### config.mk
export PLATFORM = sky130hd
export DESIGN_NAME = noise_burst_ctrl
export DESIGN_NICKNAME = d
export VERILOG_FILES = /design/src/rtl/noise_burst_ctrl.sv
export SDC_FILE = /design/constraint.sdc
export NUM_CORES = 1
export LEC_CHECK = 0
export CORE_MARGIN = 2
export CORE_UTILIZATION = 53
export DETAILED_ROUTE_END_ITERATION = 12
export HOLD_SLACK_MARGIN = 0.06
export PLACE_DENSITY = 0.81
export SLEW_MARGIN = 20
export SYNTH_ARGS = -nofsm -noshare
export SYNTH_HDL_FRONTEND = slang
export SYNTH_SLANG_ARGS = --single-unit
### constraint.sdc
create_clock -name clk -period 3 [get_ports clk]
set_input_delay 0.3 -clock clk [delete_from_list [all_inputs] [get_ports clk]]
set_output_delay 0.3 -clock clk [all_outputs]
set_load 0.02 [all_outputs]
### src/rtl/noise_burst_ctrl.sv
// noise_burst_ctrl: gates the noise generator enable in programmable bursts.
// A sequence is max(burst_len,1) cycles on, gap_len cycles off, repeated
// rep_cnt times (0 = forever) until stop.
// Optional build macro NOISE_BURST_RAMP_EN adds a linear fade-in/out gain
// stage (noise_in -> noise_gated) driven by noise_en.
module noise_burst_ctrl #(
  parameter int unsigned CNT_W  = 24,
  parameter int unsigned REP_W  = 8,
  parameter int unsigned RAMP_W = 4
) (
  input  logic              clk,
  input  logic              rst,
  input  logic              start,
  input  logic              stop,
  input  logic [CNT_W-1:0]  burst_len,
  input  logic [CNT_W-1:0]  gap_len,
  input  logic [REP_W-1:0]  rep_cnt,
  output logic              noise_en,
  output logic              busy,
  output logic              done,
  output logic [REP_W-1:0]  burst_idx
`ifdef NOISE_BURST_RAMP_EN
  ,
  input  logic signed [15:0] noise_in,
  output logic signed [15:0] noise_gated
`endif
);

  typedef enum logic [1:0] {IDLE, BURST, GAP, FINISH} state_t;

  state_t             state, state_d;
  logic [CNT_W-1:0]   cnt, cnt_d;
  logic [REP_W-1:0]   idx_d;
  logic [CNT_W-1:0]   blen_q, gap_q;
  logic [REP_W-1:0]   rep_q;
  logic               load_cfg;
  logic [CNT_W-1:0]   blen_m1;

  // Reload value for every burst after the first, from the latched length.
  assign blen_m1 = (blen_q == '0) ? '0 : blen_q - CNT_W'(1);

  // Next-state, counter and burst-index logic; stop has top priority.
  always_comb begin
    state_d  = state;
    cnt_d    = cnt;
    idx_d    = burst_idx;
    load_cfg = 1'b0;
    case (state)
      IDLE: begin
        if (start && !stop) begin
          state_d  = BURST;
          cnt_d    = (burst_len == '0) ? '0 : burst_len - CNT_W'(1);
          idx_d    = '0;
          load_cfg = 1'b1;
        end
      end
      BURST: begin
        if (stop) begin
          state_d = IDLE;
        end else if (cnt != '0) begin
          cnt_d = cnt - CNT_W'(1);
        end else begin
          idx_d = burst_idx + REP_W'(1);
          if (rep_q != '0 && idx_d == rep_q) begin
            state_d = FINISH;
          end else if (gap_q == '0) begin
            cnt_d = blen_m1;
          end else begin
            state_d = GAP;
            cnt_d   = gap_q - CNT_W'(1);
          end
        end
      end
      GAP: begin
        if (stop) begin
          state_d = IDLE;
        end else if (cnt != '0) begin
          cnt_d = cnt - CNT_W'(1);
        end else begin
          state_d = BURST;
          cnt_d   = blen_m1;
        end
      end
      FINISH: begin
        state_d = IDLE;
      end
      default: begin
        state_d = IDLE;
      end
    endcase
  end

  // State, counter and registered outputs derived from the next state.
  always_ff @(posedge clk or posedge rst) begin
    if (rst) begin
      state     <= IDLE;
      cnt       <= '0;
      burst_idx <= '0;
      noise_en  <= 1'b0;
      busy      <= 1'b0;
      done      <= 1'b0;
    end else begin
      state     <= state_d;
      cnt       <= cnt_d;
      burst_idx <= idx_d;
      noise_en  <= (state_d == BURST);
      busy      <= (state_d != IDLE);
      done      <= (state_d == FINISH);
    end
  end

  // Configuration snapshot taken only when a sequence is accepted.
  always_ff @(posedge clk or posedge rst) begin
    if (rst) begin
      blen_q <= '0;
      gap_q  <= '0;
      rep_q  <= '0;
    end else if (load_cfg) begin
      blen_q <= burst_len;
      gap_q  <= gap_len;
      rep_q  <= rep_cnt;
    end
  end

`ifdef NOISE_BURST_RAMP_EN
  localparam int unsigned PROD_W = 16 + RAMP_W + 2;
  localparam logic [RAMP_W:0] G_MAX = {1'b1, {RAMP_W{1'b0}}};

  logic [RAMP_W:0]          gain;
  logic signed [PROD_W-1:0] prod;

  assign prod = PROD_W'(noise_in) * PROD_W'($signed({1'b0, gain}));

  // Gain ramps toward full scale while enabled and toward zero otherwise.
  always_ff @(posedge clk or posedge rst) begin
    if (rst) begin
      gain <= '0;
    end else if (noise_en && gain < G_MAX) begin
      gain <= gain + (RAMP_W+1)'(1);
    end else if (!noise_en && gain != '0) begin
      gain <= gain - (RAMP_W+1)'(1);
    end
  end

  // Scaled sample; full gain is an exact one-cycle pass-through.
  always_ff @(posedge clk or posedge rst) begin
    if (rst) begin
      noise_gated <= '0;
    end else begin
      noise_gated <= 16'(prod >>> RAMP_W);
    end
  end
`endif

endmodule

* Word-level counts from Yosys, hierarchy flattened
Cells that the tools add are included.
** Cells by class
- Magnitude comparators :: 0
- $mul :: 0
- Add/subtract/negate cells :: 5
- Shift-type cells :: 0
- Multiplexer cells :: 24
- Eq/ne operators :: 11
- Bitwise logic cells :: 0
- Reductions and logical operators :: 14
- Divide/modulo/power cells :: 0
** Operator list (count)
- 24-bit two-way mux :: 9
- 24-bit by 1-bit subtractor with 24-bit output, second input constant :: 4
- 24-bit zero test :: 3
- 24-bit case mux with 3 select lines :: 1
- 8-bit two-way mux :: 3
- 24-bit nonzero test :: 1
- 8-bit case mux with 2 select lines :: 1
- 2-bit two-way mux :: 7
- 8-bit by 1-bit adder with 8-bit output, second input constant :: 1
- 8-bit equality test :: 1
- 2-bit != test, second input constant :: 4
- 2-bit case mux with 4 select lines :: 1
- 8-bit nonzero test :: 1
- 2-bit equality test, second input constant :: 3
- 5-bit AND reduction :: 1
- 2-bit by 1-bit equality test with 1-bit output, second input constant :: 2
- 4-bit AND reduction :: 1
- 2-bit nonzero test :: 2
- 3-bit != test, second input constant :: 1
- 3-bit nonzero test :: 1
- 1-bit logical AND :: 2
- 2-bit zero test :: 1
- 1-bit two-way mux :: 2
- 1-bit zero test :: 1
** Word-level totals
- Flip-flop bits (word level) :: 93
- Bits in latches :: 0
- Output and inout port bits :: 11
- ROM bits :: 0
- Memory bits (writable) :: 0
- Memories :: 0

* Longest topological paths before layout
Gate-level depths: netlist of run 1.
- Depth in word-level cells :: 8
- Mapped depth :: 12

* Least setup slack after synthesis of run 1
No wires, ideal clock.
- Path type :: flip-flop to flip-flop
- From :: reg burst_idx[0]
- To :: reg cnt[13]
- Data required time :: 2.879 ns
- Cell stages (with the launch flop) :: 10
- Clock period less this slack :: 2.908 ns
- Data arrival time :: 2.787 ns
- Buffers on the path :: 1
- Setup slack :: 0.092 ns
- Library setup time :: 0.121 ns
- Path through :: dfrtp_1 -> ha_1 -> and3_1 -> nand3_1 -> xnor2_1 -> and4_1 -> a31oi_1 -> clkbuf_1 -> o21ai_0 -> o22a_1
** On the way
- Word-level cells in the longest chain between the ends :: 5
** RTL lines
- start, declared :: RTL line 21 : output logic [REP_W-1:0] burst_idx
- start signal, assigned :: RTL line 105 : burst_idx <= idx_d;
- 8-bit by 1-bit adder with 8-bit output :: RTL line 63 : idx_d = burst_idx + REP_W'(1);
- 8-bit equality test :: RTL line 64 : if (rep_q != '0 && idx_d == rep_q) begin
- 1-bit logical AND :: RTL line 64
- 3-bit != test (no line)
- 5-bit AND reduction (no line)
- end signal, assigned :: RTL line 104 : cnt <= cnt_d;
- end, declared :: RTL line 32 : logic [CNT_W-1:0] cnt, cnt_d;
Every way passes these cells.
A chain may end at the register's enable or synchronous reset.

* Worst setup path after layout of run 1
- From :: reg blen_q[13]
- To :: reg cnt[4]
** On the way
- Word-level cells in the longest chain between the ends :: 7
** RTL lines
- start, declared :: RTL line 34 : logic [CNT_W-1:0] blen_q, gap_q;
- start signal, assigned :: RTL line 119 : blen_q <= burst_len;
- 24-bit zero test * :: RTL line 40 : assign blen_m1 = (blen_q == '0) ? '0 : blen_q - CNT_W'(1);
- 24-bit two-way mux * :: RTL line 40
- 24-bit two-way mux :: RTL line 66 : end else if (gap_q == '0) begin
- 24-bit two-way mux :: RTL line 64
- 24-bit two-way mux :: RTL line 60 : end else if (cnt != '0) begin
- 24-bit two-way mux :: RTL line 58 : if (stop) begin
- 24-bit case mux with 3 select lines * :: RTL line 48 : case (state)
Every way passes the cells marked *; elsewhere a longest branch is shown, timed or not. The select of a mux whose other input is x is not followed.

==> impl_results.rst, run 1 <==
.. list-table::
   :header-rows: 1

   * - Metric
     - Value
   * - Result of the run
     - finished clean
   * - Element type at the critical path start
     - register
   * - DRT Pass-1 Iters
     - 5
   * - Power density normalized to cell area
     - 778.2 nW/um2
   * - Summed negative setup slack over all endpoints
     - 0 ns
   * - Share of total power in sequential cells
     - 35.3%
   * - Overall fraction of global-route tracks in use
     - 33.01%
   * - Worst slew slack as a fraction of its limit
     - 48.98%
   * - Worst-path clk slew
     - 0.07 ns
   * - Input/output buffers
     - 70
   * - Final weighted congestion in routability-driven placement
     - 1.020
   * - Final Skew
     - 0.009574 ns
   * - Total count of max-transition violations in the final report
     - 0
   * - Share of final-layout standard cells stronger than drive strength 1
     - 21.39%
   * - Vias per std cell
     - 6.440
   * - Clock Sink Count
     - 93
   * - Flops & latches, synth
     - 93
   * - Count of final hold-check violations
     - 0
   * - Synth Area in Simple Gates
     - 23.18%
   * - Fraction of power consumed by the clock network
     - 16.6%
   * - Global-route wire length before repair
     - 36,180 um
   * - Final period util
     - 98.51%
   * - Yosys cell types
     - 75
   * - Worst vdd ir
     - 0.4449 mV
   * - Element type at the critical path end
     - register
   * - Number of buffers between clock root and the deepest sink
     - 2
   * - Fraction of the yosys area taken by sequential cells
     - 33.94%
   * - FILL cells
     - 1,040
   * - Clock buffers created by TritonCTS
     - 9
   * - CP max-delay cell
     - sky130_fd_sc_hd__or4_1
   * - Fraction of synthesized cell area in xor and xnor cells
     - 8.814%
   * - Synthesized netlist cell count
     - 780
   * - Syn_area_per_cell
     - 8.790 um2
   * - Netlist area before placement
     - 6857 um2
   * - Maximum fanout along the worst path
     - 8
   * - DRC viols
     - 0
   * - CP delay by family, top
     - simple AND/OR/NAND/NOR gates
   * - Main combinational cell family by area after synthesis
     - simple AND/OR/NAND/NOR gates
   * - Initial antenna violation count
     - 0
   * - Critical path, cell by cell
     - or4_1, or4_4, buf_4, buf_4, o21ai_1, o211ai_1, a21o_1, a31oi_1, o211ai_1
   * - Via count of the first global-routing pass
     - 6,954
   * - Die Area
     - 13,860 um2
   * - Total internal power
     - 3.856 mW
   * - Post-layout nets
     - 985
   * - Async set-reset flop share out of synthesis
     - 100.0%
   * - Area growth syn-to-layout
     - 26.24%
   * - Global route overflow
     - 0
   * - Number of top-level pins
     - 71
   * - Die Y-Extent
     - 117.7 um
   * - Width of the die
     - 117.7 um
   * - Final number of setup-violating endpoints
     - 0
   * - Count of antenna diodes in the layout
     - 0
   * - Share of the synthesized area in compound gates (AO/OA/AOI/OAI)
     - 17.17%
   * - Largest incremental delay on the critical path
     - 0.57 ns
   * - Number of hold buffers added after CTS
     - 0
   * - Reported max-cap violation count
     - 0
   * - Starting utilization of the core area
     - 54.33%
   * - Slew at the pin closest to its max-slew limit
     - 0.7583 ns
   * - Net load switching power
     - 2.880 mW
   * - Inst Count DP
     - 1,077
   * - Clock latency of the later-clocked register in the worst-skew pair
     - 0.36 ns
   * - Class of the tightest hold or removal check
     - input port to async pin
   * - Lkg Pwr
     - 3.356 nW
   * - Total non-filler cell area in the finished layout
     - 8656 um2
   * - Bufs and invs on worst path
     - 2
   * - Largest net degree at the start of global routing
     - 62
   * - Number of vias in the routed layout
     - 7,039
   * - Routed wire length per instance
     - 20.75 um
   * - Antenna Nets Post-Route
     - 0
   * - WS Path Type
     - register to register
   * - Post-synthesis mux area share
     - 10.99%
   * - Cell at the root of the clock tree
     - sky130_fd_sc_hd__clkbuf_16
   * - Aggregate routed wire length
     - 22,680 um
   * - Post-synth EDFFs
     - 0
   * - Post-placement cell area
     - 8337 um2
   * - # Post-CTS Setup Buffers
     - 0
   * - Number of nets produced by synthesis
     - 849
   * - Post-synthesis adder-cell area fraction
     - 1.642%
   * - DR iter-0 viols
     - 767
   * - TritonCTS clock tree
     - built
   * - YS warnings
     - 0
   * - Part of the power in combinational logic
     - 48.1%
   * - Critical Path AT
     - 3.19 ns
   * - Post-route minimum period
     - 2.955 ns
   * - Deepest level of the CTS H-tree
     - 3
   * - Core Box Area
     - 12,620 um2
   * - Fmax
     - 338.4 MHz
   * - Predominant post-synthesis flop cell
     - sky130_fd_sc_hd__dfrtp_1
   * - Final std cells w/o fill
     - 1,093
   * - CP required
     - 3.24 ns
   * - Floorplan row count
     - 41
   * - Fraction of the core area covered by cells at the end of the flow
     - 68.59%
   * - Switching fraction of total power
     - 42.76%
   * - Placed wire-length estimate after detailed placement
     - 17,510 um
power groups by stage:
| stage | Clock, mW | Combinational [mW] | Sequential, mW |
|---|---|---|---|
| finish | 1.12 | 3.24 | 2.38 |
| global route | 1.17 | 3.48 | 2.45 |
| CTS | 1.12 | 3.15 | 2.35 |
| detailed placement | 0 | 3.13 | 2.37 |
| global placement | 0 | 3.03 | 2.32 |
| floorplan | 0 | 1.95 | 2.26 |
cell families (layout without fill, tap and decap cells):
kind of cell / count (synthesis) / count (layout)
simple gates: 295 / 295
compound gates: 177 / 177
flops: 93 / 93
xor+xnor: 69 / 69
buf+inv: 69 / 210
mux: 68 / 68
fa+ha+maj: 9 / 9
worst paths after layout:
path                              end  cells after the start   startpoint  slack [ns]
max reg2reg                    cnt[4]                      9   blen_q[13]        0.04
min                        blen_q[22]                      2          rst        0.29
max in group asynchronous      cnt[7]                      3          rst        1.97
min reg2reg                  rep_q[5]                      1     rep_q[5]        0.56
min in group clk            gap_q[23]                      2  gap_len[23]        0.54
max                            cnt[4]                      9   blen_q[13]        0.04
timing repair:
item                                    4_1_cts  5_1_grt
gates resized for setup                       1       10
endpoints found under the setup margin        1       23
pin swaps                                     0        0
final cells by class:
type | count | area, um2 | share of cell area, %
inverter | 25 | 95.09 | 1.099
multi-input combinational | 618 | 4284 | 49.49
sequential | 93 | 2327 | 26.89
clock inverter | 5 | 35.03 | 0.4047
clock buffer | 11 | 242.7 | 2.804
tap | 172 | 215.2 | 2.486
timing repair buffer | 169 | 1456 | 16.83
placed cells by master (no fill, tap or decap), types with 11 or more instances in the layout:
| cell type | n |
|---|---|
| sky130_fd_sc_hd__nor2_1 | 76 |
| sky130_fd_sc_hd__nor3_1 | 31 |
| sky130_fd_sc_hd__mux2_2 | 57 |
| sky130_fd_sc_hd__o21ai_0 | 41 |
| sky130_fd_sc_hd__or4_1 | 11 |
| sky130_fd_sc_hd__nand2_1 | 45 |
| sky130_fd_sc_hd__o31ai_1 | 11 |
| sky130_fd_sc_hd__dfrtp_1 | 93 |
| sky130_fd_sc_hd__nand3_1 | 27 |
| sky130_fd_sc_hd__nor4_1 | 26 |
| sky130_fd_sc_hd__a31oi_1 | 12 |
| sky130_fd_sc_hd__a21oi_1 | 28 |
| sky130_fd_sc_hd__xnor2_1 | 42 |
| sky130_fd_sc_hd__nand4_1 | 12 |
| sky130_fd_sc_hd__xor2_1 | 27 |
| sky130_fd_sc_hd__clkdlybuf4s50_1 | 70 |
| sky130_fd_sc_hd__inv_1 | 22 |
| sky130_fd_sc_hd__o211ai_1 | 12 |
| sky130_fd_sc_hd__buf_4 | 98 |
registers in the layout (all words and copies together), names as in the netlist:
| name | flops |
|---|---|
| burst_idx | 8 |
| rep_q | 8 |
| cnt | 24 |
| done | 1 |
| state | 2 |
| gap_q | 24 |
| busy | 1 |
| noise_en | 1 |
| blen_q | 24 |
synth_stat cells, drive strengths merged, types with 5 or more instances:
cell type	number	share of area, %
xnor2	42	5.4
inv	24	1.3
dfrtp	93	34
nor3	34	2.6
nor2b	5	0.46
or4	16	1.9
o31ai	12	1.3
xor2	27	3.4
o21ai	45	3.3
nor3b	6	0.66
mux2	58	9.5
buf	23	1.8
nor4	30	3.0
nand4	12	1.1
nor2	76	4.2
a211oi	12	1.4
nor4b	7	0.99
nand2	45	2.5
o22ai	10	0.91
or3	11	1.0
nand3	27	2.0
o221ai	6	0.77
ha	9	1.6
clkbuf	21	1.1
a31oi	13	1.2
mux2i	10	1.5
o211ai	12	1.3
o2111ai	5	0.64
a21oi	28	2.0
layer usage:
metal,track usage (%),vias to the layer above,part of all wire [%]
li1,-,3184,-
met1,41.61,3406,40
met2,52.33,378,46
met3,8.043,71,9.3
met4,17.70,0,4.6
met5,0,-,0
per-stage QoR:
stage / power, mW / worst slack, ns / hold slack (ns)
after floorplan: 4.209 / 0.09168 / 0.4506
after global placement: 5.353 / -0.1710 / 0.5156
after detailed placement: 5.502 / -0.2361 / 0.5465
after CTS: 6.628 / 0.04829 / 0.3080
after global routing: 7.098 / -0.05589 / 0.3439
final: 6.736 / 0.04478 / 0.2945
(Power assumes the default switching activity.)
==> run 2, diff against run 1 <==
--- a/config.mk
+++ b/config.mk
@@ -7,8 +7,10 @@
 export LEC_CHECK = 0
 export CORE_MARGIN = 2
 export CORE_UTILIZATION = 53
+export CTS_BUF_LIST = sky130_fd_sc_hd__clkbuf_16
 export DETAILED_ROUTE_END_ITERATION = 12
 export HOLD_SLACK_MARGIN = 0.06
+export MAX_ROUTING_LAYER = met4
 export PLACE_DENSITY = 0.81
 export SLEW_MARGIN = 20
 export SYNTH_ARGS = -nofsm -noshare
==> run 2 against run 1 <==
Compared with the run above:
- final area is 0.64% higher
- register-to-register slack better by 0.02 ns
- routed wire length is 0.75% higher
- core utilization is 0.44 points higher
- first-iteration DRC count is 14% higher
- clock skew is 0.0012 ns higher
- non-clock buffer count is 5 higher
- worst setup slack better by 0.019 ns
- via count is 1.6% higher
- critical path type unchanged
==> impl_results.rst, run 2 (same netlist as run 1, synthesis figures left out) <==
.. list-table::
   :header-rows: 1

   * - Metric
     - Value
   * - Vias per std cell
     - 6.514 (was 6.440)
   * - Clock Sink Count
     - 93 (unchanged)
   * - Post-layout nets
     - 990 (was 985)
   * - Total power draw
     - 6.767 mW (was 6.736 mW)
   * - Overall fraction of global-route tracks in use
     - 33.77% (was 33.01%)
   * - Slew at the pin closest to its max-slew limit
     - 0.8072 ns (was 0.7583 ns)
   * - Final Skew
     - 0.01079 ns (was 0.009574 ns)
   * - Clock buffers created by TritonCTS
     - 9 (unchanged)
   * - Number of top-level pins
     - 71 (unchanged)
   * - Deepest level of the CTS H-tree
     - 3 (unchanged)
   * - Final number of setup-violating endpoints
     - 0 (unchanged)
   * - Antenna Nets Post-Route
     - 0 (unchanged)
   * - Number of hold buffers added after CTS
     - 0 (unchanged)
   * - Area growth syn-to-layout
     - 27.04% (was 26.24%)
   * - Initial antenna violation count
     - 0 (unchanged)
   * - Die Y-Extent
     - 117.7 um (unchanged)
   * - Met1 demand-to-capacity share in global routing
     - 43.50% (was 41.61%)
   * - Maximum fanout along the worst path
     - 6 (was 8)
   * - Largest incremental delay on the critical path
     - 0.54 ns (was 0.57 ns)
   * - Number of vias in the routed layout
     - 7,152 (was 7,039)
   * - Power density normalized to cell area
     - 776.8 nW/um2 (was 778.2 nW/um2)
   * - Post-route minimum period
     - 2.936 ns (was 2.955 ns)
   * - Worst-path clk slew
     - 0.07 ns (about the same)
   * - Floorplan row count
     - 41 (unchanged)
   * - Cell at the root of the clock tree
     - sky130_fd_sc_hd__clkbuf_16 (unchanged)
   * - Count of antenna diodes in the layout
     - 0 (unchanged)
   * - Summed negative setup slack over all endpoints
     - 0 ns (unchanged)
   * - CP max-delay cell
     - sky130_fd_sc_hd__or4_1 (unchanged)
   * - Worst vdd ir
     - 0.5379 mV (was 0.4449 mV)
   * - Most frequent cells in the layout
     - sky130_fd_sc_hd__buf_4, sky130_fd_sc_hd__dfrtp_1, sky130_fd_sc_hd__nor2_1 (unchanged)
   * - Bufs and invs on worst path
     - 1 (was 2)
   * - Fmax
     - 340.6 MHz (was 338.4 MHz)
   * - R2R Path Start
     - blen_q[12] (was blen_q[13])
   * - Count of final hold-check violations
     - 0 (unchanged)
   * - Global-route wire length before repair
     - 36,290 um (was 36,180 um)
   * - Leading cell type in the layout, fill and taps excluded
     - sky130_fd_sc_hd__buf_4 (unchanged)
   * - Critical path, cell by cell
     - or4_1, or4_4, buf_4, or3_1, a211oi_1, o22ai_1, a211o_1 (was or4_1, or4_4, buf_4, buf_4, o21ai_1, o211ai_1, a21o_1, a31oi_1, o211ai_1)
   * - Critical path launch point
     - blen_q[12] (was blen_q[13])
   * - Total count of max-transition violations in the final report
     - 0 (unchanged)
   * - CP delay by family, top
     - simple AND/OR/NAND/NOR gates (unchanged)
   * - TritonCTS clock tree
     - built (unchanged)
   * - Worst slew slack as a fraction of its limit
     - 45.69% (was 48.98%)
   * - WS Path Type
     - register to register (unchanged)
   * - Via count of the first global-routing pass
     - 6,836 (was 6,954)
   * - Global route overflow
     - 0 (unchanged)
   * - Element type at the critical path end
     - register (unchanged)
   * - DR iter-0 viols
     - 875 (was 767)
   * - CP required
     - 3.24 ns (about the same)
   * - Result of the run
     - finished clean (unchanged)
   * - Met3 Use GR
     - 4.603% (was 8.043%)
   * - Largest net degree at the start of global routing
     - 62 (unchanged)
   * - Final weighted congestion in routability-driven placement
     - 1.038 (was 1.020)
   * - Starting utilization of the core area
     - 54.33% (unchanged)
   * - Share of final-layout standard cells stronger than drive strength 1
     - 22.25% (was 21.39%)
   * - Most congested layer reported by global routing
     - met2 (unchanged)
   * - Core Box Area
     - 12,620 um2 (unchanged)
   * - DRT Pass-1 Iters
     - 6 (was 5)
   * - Clock latency of the later-clocked register in the worst-skew pair
     - 0.36 ns (about the same)
   * - Aggregate routed wire length
     - 22,850 um (was 22,680 um)
   * - GR Layer Usage met2
     - 53.92% (was 52.33%)
   * - Element type at the critical path start
     - register (unchanged)
   * - Die Area
     - 13,860 um2 (unchanged)
   * - Reported max-cap violation count
     - 0 (unchanged)
   * - Biggest registers after layout
     - blen_q x24, cnt x24, gap_q x24 (unchanged)
   * - Placed wire-length estimate after detailed placement
     - 17,300 um (was 17,510 um)
   * - Number of buffers between clock root and the deepest sink
     - 2 (unchanged)
   * - Class of the tightest hold or removal check
     - input port to async pin (unchanged)
   * - Critical Path AT
     - 3.18 ns (was 3.19 ns)
   * - Input/output buffers
     - 70 (unchanged)
   * - Width of the die
     - 117.7 um (unchanged)
   * - Lkg Pwr
     - 3.358 nW (was 3.356 nW)
   * - Final period util
     - 97.87% (was 98.51%)
   * - DRC viols
     - 0 (unchanged)
   * - Routed wire length per instance
     - 20.81 um (was 20.75 um)
[run 2: path summary, 6_finish.rpt]
check | slack, ns | end | cells after the start
setup / recovery | 0.06 | cnt[21] | 7
min in group clk | 0.54 | rep_q[0] | 1
hold / removal | 0.30 | blen_q[22] | 2
setup reg to reg | 0.06 | cnt[21] | 7
hold reg to reg | 0.54 | rep_q[0] | 1
max in group asynchronous | 1.97 | cnt[14] | 3
[run 2: stage by stage]
stage          area, um2  hold WS, ns  util (%)  setup slack, ns  cells
3_5_place_dp        8359       0.5238     66.24          -0.2773   1080
3_3_place_gp        8359       0.5155     66.24          -0.2151   1080
2_1_floorplan       6857       0.4506         -          0.09168    780
4_1_cts             8633       0.3203     68.41          0.03425   1096
6_report            8711       0.3012     69.03          0.06389   1098
5_1_grt             8711       0.3818     69.03          -0.1115   1098
[run 2: repair_timing]
item	CTS	global route
cloned	0	0
gates resized for setup	2	15
endpoints found under the setup margin	2	25
buffers inserted	0	2
pin swaps	0	2
[run 2: per-layer routing]
metal | vias up | wire (um)
met1 | 3410 | 9123
met4 | 0 | 933
li1 | 3197 | -
met2 | 466 | 10680
met3 | 79 | 2108
met5 | - | 0
[run 2: area by class of cell]
cell class	count	area, um2
clock inverter	7	42.54
fill	1007	3909
inverter	25	95.09
tap	172	215.2
timing repair buffer	174	1494
multi-input combinational	618	4312
sequential	93	2327
clock buffer	9	225.2
[run 2: where the power goes]
group / internal [mW] / leakage (nW) / total [mW] / switching [mW]
clock network: 0.558 / 0.134 / 1.08 / 0.519
logic: 1.52 / 2.10 / 3.30 / 1.77
registers: 1.77 / 1.12 / 2.39 / 0.622
==> run 3, diff against run 2 <==
==> constraint.sdc (replaced) <==
create_clock -name clk -period 3 [get_ports clk]
set_input_delay 0.6 -clock clk [delete_from_list [all_inputs] [get_ports clk]]
set_output_delay 0.6 -clock clk [all_outputs]
set_load 0.02 [all_outputs]
==> run 3 against run 2 <==
Compared with the run above:
- core utilization grew 1.7 points
- non-clock buffer count rose by 10
- first-iteration DRC count is 14% higher
- via count up 0.35%
- sequential power hardly changed
- global-route usage up 0.21 points
- cell count is 0.91% higher
- largest power group unchanged
==> impl_results.rst, run 3 (same netlist as run 1, synthesis figures left out) <==
.. list-table::
   :header-rows: 1

   * - Metric
     - Value
   * - Count of antenna diodes in the layout
     - 0 (unchanged)
   * - Largest incremental delay on the critical path
     - 0.56 ns (was 0.54 ns)
   * - Global-route wire length before repair
     - 36,560 um (was 36,290 um)
   * - Total count of max-transition violations in the final report
     - 0 (unchanged)
   * - Worst-path clk slew
     - 0.07 ns (about the same)
   * - Share of final-layout standard cells stronger than drive strength 1
     - 24.04% (was 22.25%)
   * - Clock Sink Count
     - 93 (unchanged)
   * - Slew at the pin closest to its max-slew limit
     - 0.8314 ns (was 0.8072 ns)
   * - Final Skew
     - 0.009714 ns (was 0.01079 ns)
   * - Placed wire-length estimate after detailed placement
     - 17,120 um (was 17,300 um)
   * - Class of the tightest hold or removal check
     - register to register (was input port to async pin)
   * - Element type at the critical path start
     - register (unchanged)
   * - Input/output buffers
     - 70 (unchanged)
   * - Floorplan row count
     - 41 (unchanged)
   * - Area growth syn-to-layout
     - 30.20% (was 27.04%)
   * - Power density normalized to cell area
     - 781.8 nW/um2 (was 776.8 nW/um2)
   * - Final std cells w/o fill
     - 1,108 (was 1,098)
   * - Starting utilization of the core area
     - 54.33% (unchanged)
   * - DRT Pass-1 Iters
     - 6 (unchanged)
   * - Worst slew slack as a fraction of its limit
     - 44.06% (was 45.69%)
   * - Post-layout nets
     - 1,000 (was 990)
   * - Count of final hold-check violations
     - 0 (unchanged)
   * - Leading cell type in the layout, fill and taps excluded
     - sky130_fd_sc_hd__buf_4 (unchanged)
   * - Clock buffers created by TritonCTS
     - 9 (unchanged)
   * - Core Box Area
     - 12,620 um2 (unchanged)
   * - Cell at the root of the clock tree
     - sky130_fd_sc_hd__clkbuf_16 (unchanged)
   * - Summed negative setup slack over all endpoints
     - 0 ns (unchanged)
   * - DRC viols
     - 0 (unchanged)
   * - Vias per std cell
     - 6.477 (was 6.514)
   * - Number of vias in the routed layout
     - 7,177 (was 7,152)
   * - Global route overflow
     - 0 (unchanged)
   * - Die Area
     - 13,860 um2 (unchanged)
   * - Aggregate routed wire length
     - 22,740 um (was 22,850 um)
   * - Post-route minimum period
     - 2.931 ns (was 2.936 ns)
   * - Critical Path AT
     - 3.18 ns (about the same)
   * - Lkg Pwr
     - 3.480 nW (was 3.358 nW)
   * - Part of the power in combinational logic
     - 47.4% (was 48.7%)
   * - Critical path, cell by cell
     - or4_4, or4_4, buf_4, nor3_2, buf_4, o21ai_0, a31oi_1, o22ai_1, a41o_1 (was or4_1, or4_4, buf_4, or3_1, a211oi_1, o22ai_1, a211o_1)
   * - Share of total power in sequential cells
     - 34.1% (was 35.3%)
   * - DR iter-0 viols
     - 996 (was 875)
   * - Post-placement cell area
     - 8467 um2 (was 8359 um2)
   * - Final period util
     - 97.69% (was 97.87%)
   * - Width of the die
     - 117.7 um (unchanged)
   * - Worst vdd ir
     - 0.4724 mV (was 0.5379 mV)
   * - Total internal power
     - 4.042 mW (was 3.851 mW)
   * - Die Y-Extent
     - 117.7 um (unchanged)
   * - Switching fraction of total power
     - 42.08% (was 43.09%)
   * - CP max-delay cell
     - sky130_fd_sc_hd__or4_4 (was sky130_fd_sc_hd__or4_1)
   * - Maximum fanout along the worst path
     - 11 (was 6)
   * - RSZ-0062 raised after global routing
     - false
   * - Clock latency of the later-clocked register in the worst-skew pair
     - 0.37 ns (was 0.36 ns)
   * - Overall fraction of global-route tracks in use
     - 33.98% (was 33.77%)
   * - Final number of setup-violating endpoints
     - 0 (unchanged)
   * - Initial antenna violation count
     - 0 (unchanged)
   * - Net load switching power
     - 2.937 mW (was 2.916 mW)
   * - Inst Count DP
     - 1,090 (was 1,080)
   * - WS Path Type
     - register to register (unchanged)
   * - CP required
     - 3.25 ns (was 3.24 ns)
   * - Number of buffers between clock root and the deepest sink
     - 2 (unchanged)
   * - Biggest registers after layout
     - blen_q x24, cnt x24, gap_q x24 (unchanged)
   * - Result of the run
     - finished clean (unchanged)
   * - Most frequent cells in the layout
     - sky130_fd_sc_hd__buf_4, sky130_fd_sc_hd__dfrtp_1, sky130_fd_sc_hd__nor2_1 (unchanged)
   * - Total non-filler cell area in the finished layout
     - 8927 um2 (was 8711 um2)
   * - Fmax
     - 341.2 MHz (was 340.6 MHz)
   * - Deepest level of the CTS H-tree
     - 3 (unchanged)
   * - Largest net degree at the start of global routing
     - 94 (was 62)
   * - Via count of the first global-routing pass
     - 6,922 (was 6,836)
   * - TritonCTS clock tree
     - built (unchanged)
   * - Number of top-level pins
     - 71 (unchanged)
   * - Element type at the critical path end
     - register (unchanged)
   * - Fraction of power consumed by the clock network
     - 18.5% (was 15.9%)
   * - Reported max-cap violation count
     - 0 (unchanged)
   * - Final weighted congestion in routability-driven placement
     - 1.104 (was 1.038)
   * - Antenna Nets Post-Route
     - 0 (unchanged)
   * - Routed wire length per instance
     - 20.52 um (was 20.81 um)
-- run 3: changes by cell type in the layout (fill, tap and decap cells not counted), moves of 2 or more --
cell	delta
sky130_fd_sc_hd__buf_12	+2
sky130_fd_sc_hd__clkinv_2	-3
sky130_fd_sc_hd__clkdlybuf4s50_1	-2
sky130_fd_sc_hd__bufinv_16	+2
sky130_fd_sc_hd__inv_1	-3
sky130_fd_sc_hd__inv_2	+2
sky130_fd_sc_hd__dlymetal6s2s_1	+2
sky130_fd_sc_hd__a211oi_1	-2
sky130_fd_sc_hd__a211oi_2	+2
sky130_fd_sc_hd__buf_4	+7
-- run 3: cell type report --
type,instances,area [um2]
multi-input combinational,618,4354
fill,987,3692
sequential,93,2327
timing repair buffer,184,1603
clock buffer,9,225.2
tap,172,215.2
clock inverter,7,105.1
inverter,25,97.59
-- run 3: timing repair --
item	4_1_cts	5_1_grt
endpoints found under the hold margin	0	0
gates cloned	0	0
endpoints found under the setup margin	23	27
setup buffers	0	2
pin swaps	3	5
hold buffers	0	0
resized for setup	6	23
-- run 3: power groups by stage --
| stage | sequential (mW) | clock (mW) | combinational, mW |
|---|---|---|---|
| after floorplan | 2.26 | 0 | 1.95 |
| after global placement | 2.33 | 0 | 3.05 |
| after detailed placement | 2.37 | 0 | 3.15 |
| after CTS | 2.35 | 1.30 | 3.20 |
| after global routing | 2.45 | 1.35 | 3.52 |
| final | 2.38 | 1.29 | 3.31 |
-- run 3: per-stage QoR --
step	util [%]	total power, mW	worst slack [ns]	hold WS (ns)
after global placement	67.09	5.376	-0.4733	0.5119
after global routing	70.74	7.328	0.0004523	0.5589
after floorplan	-	4.214	-0.01867	0.4945
after CTS	69.90	6.845	0.0008884	0.5414
final	70.74	6.979	0.06944	0.5426
after detailed placement	67.09	5.519	-0.6285	0.5254
-- run 3: per-layer routing --
metal | wire [um] | vias up | global-route usage (%) | part of all wire, %
met1 | 8900 | 3402 | 43.37 | 39
met3 | 2280 | 90 | 4.797 | 10
li1 | - | 3211 | - | -
met5 | 0 | - | - | 0
met2 | 10420 | 474 | 53.23 | 46
met4 | 1134 | 0 | 16.72 | 5.0
-- run 3: final timing paths --
check | to | slack, ns | from | cells past startpoint
worst max-delay path | cnt[11] | 0.07 | gap_q[16] | 9
worst min-delay path | rep_q[0] | 0.54 | rep_q[0] | 1
worst max register to register | cnt[11] | 0.07 | gap_q[16] | 9
worst min register to register | rep_q[0] | 0.54 | rep_q[0] | 1
max in group asynchronous | cnt[8] | 1.88 | rst | 3
min in group asynchronous | gap_q[4] | 0.72 | rst | 3
-- run 3: worst max-delay path: cells and delay by family (launching register included) --
family	cells	cell delay [ns]
AND/OR/NAND/NOR	3	1.17
flip-flops	1	0.39
AO/OA/AOI/OAI	4	0.83
buffers and inverters	2	0.41
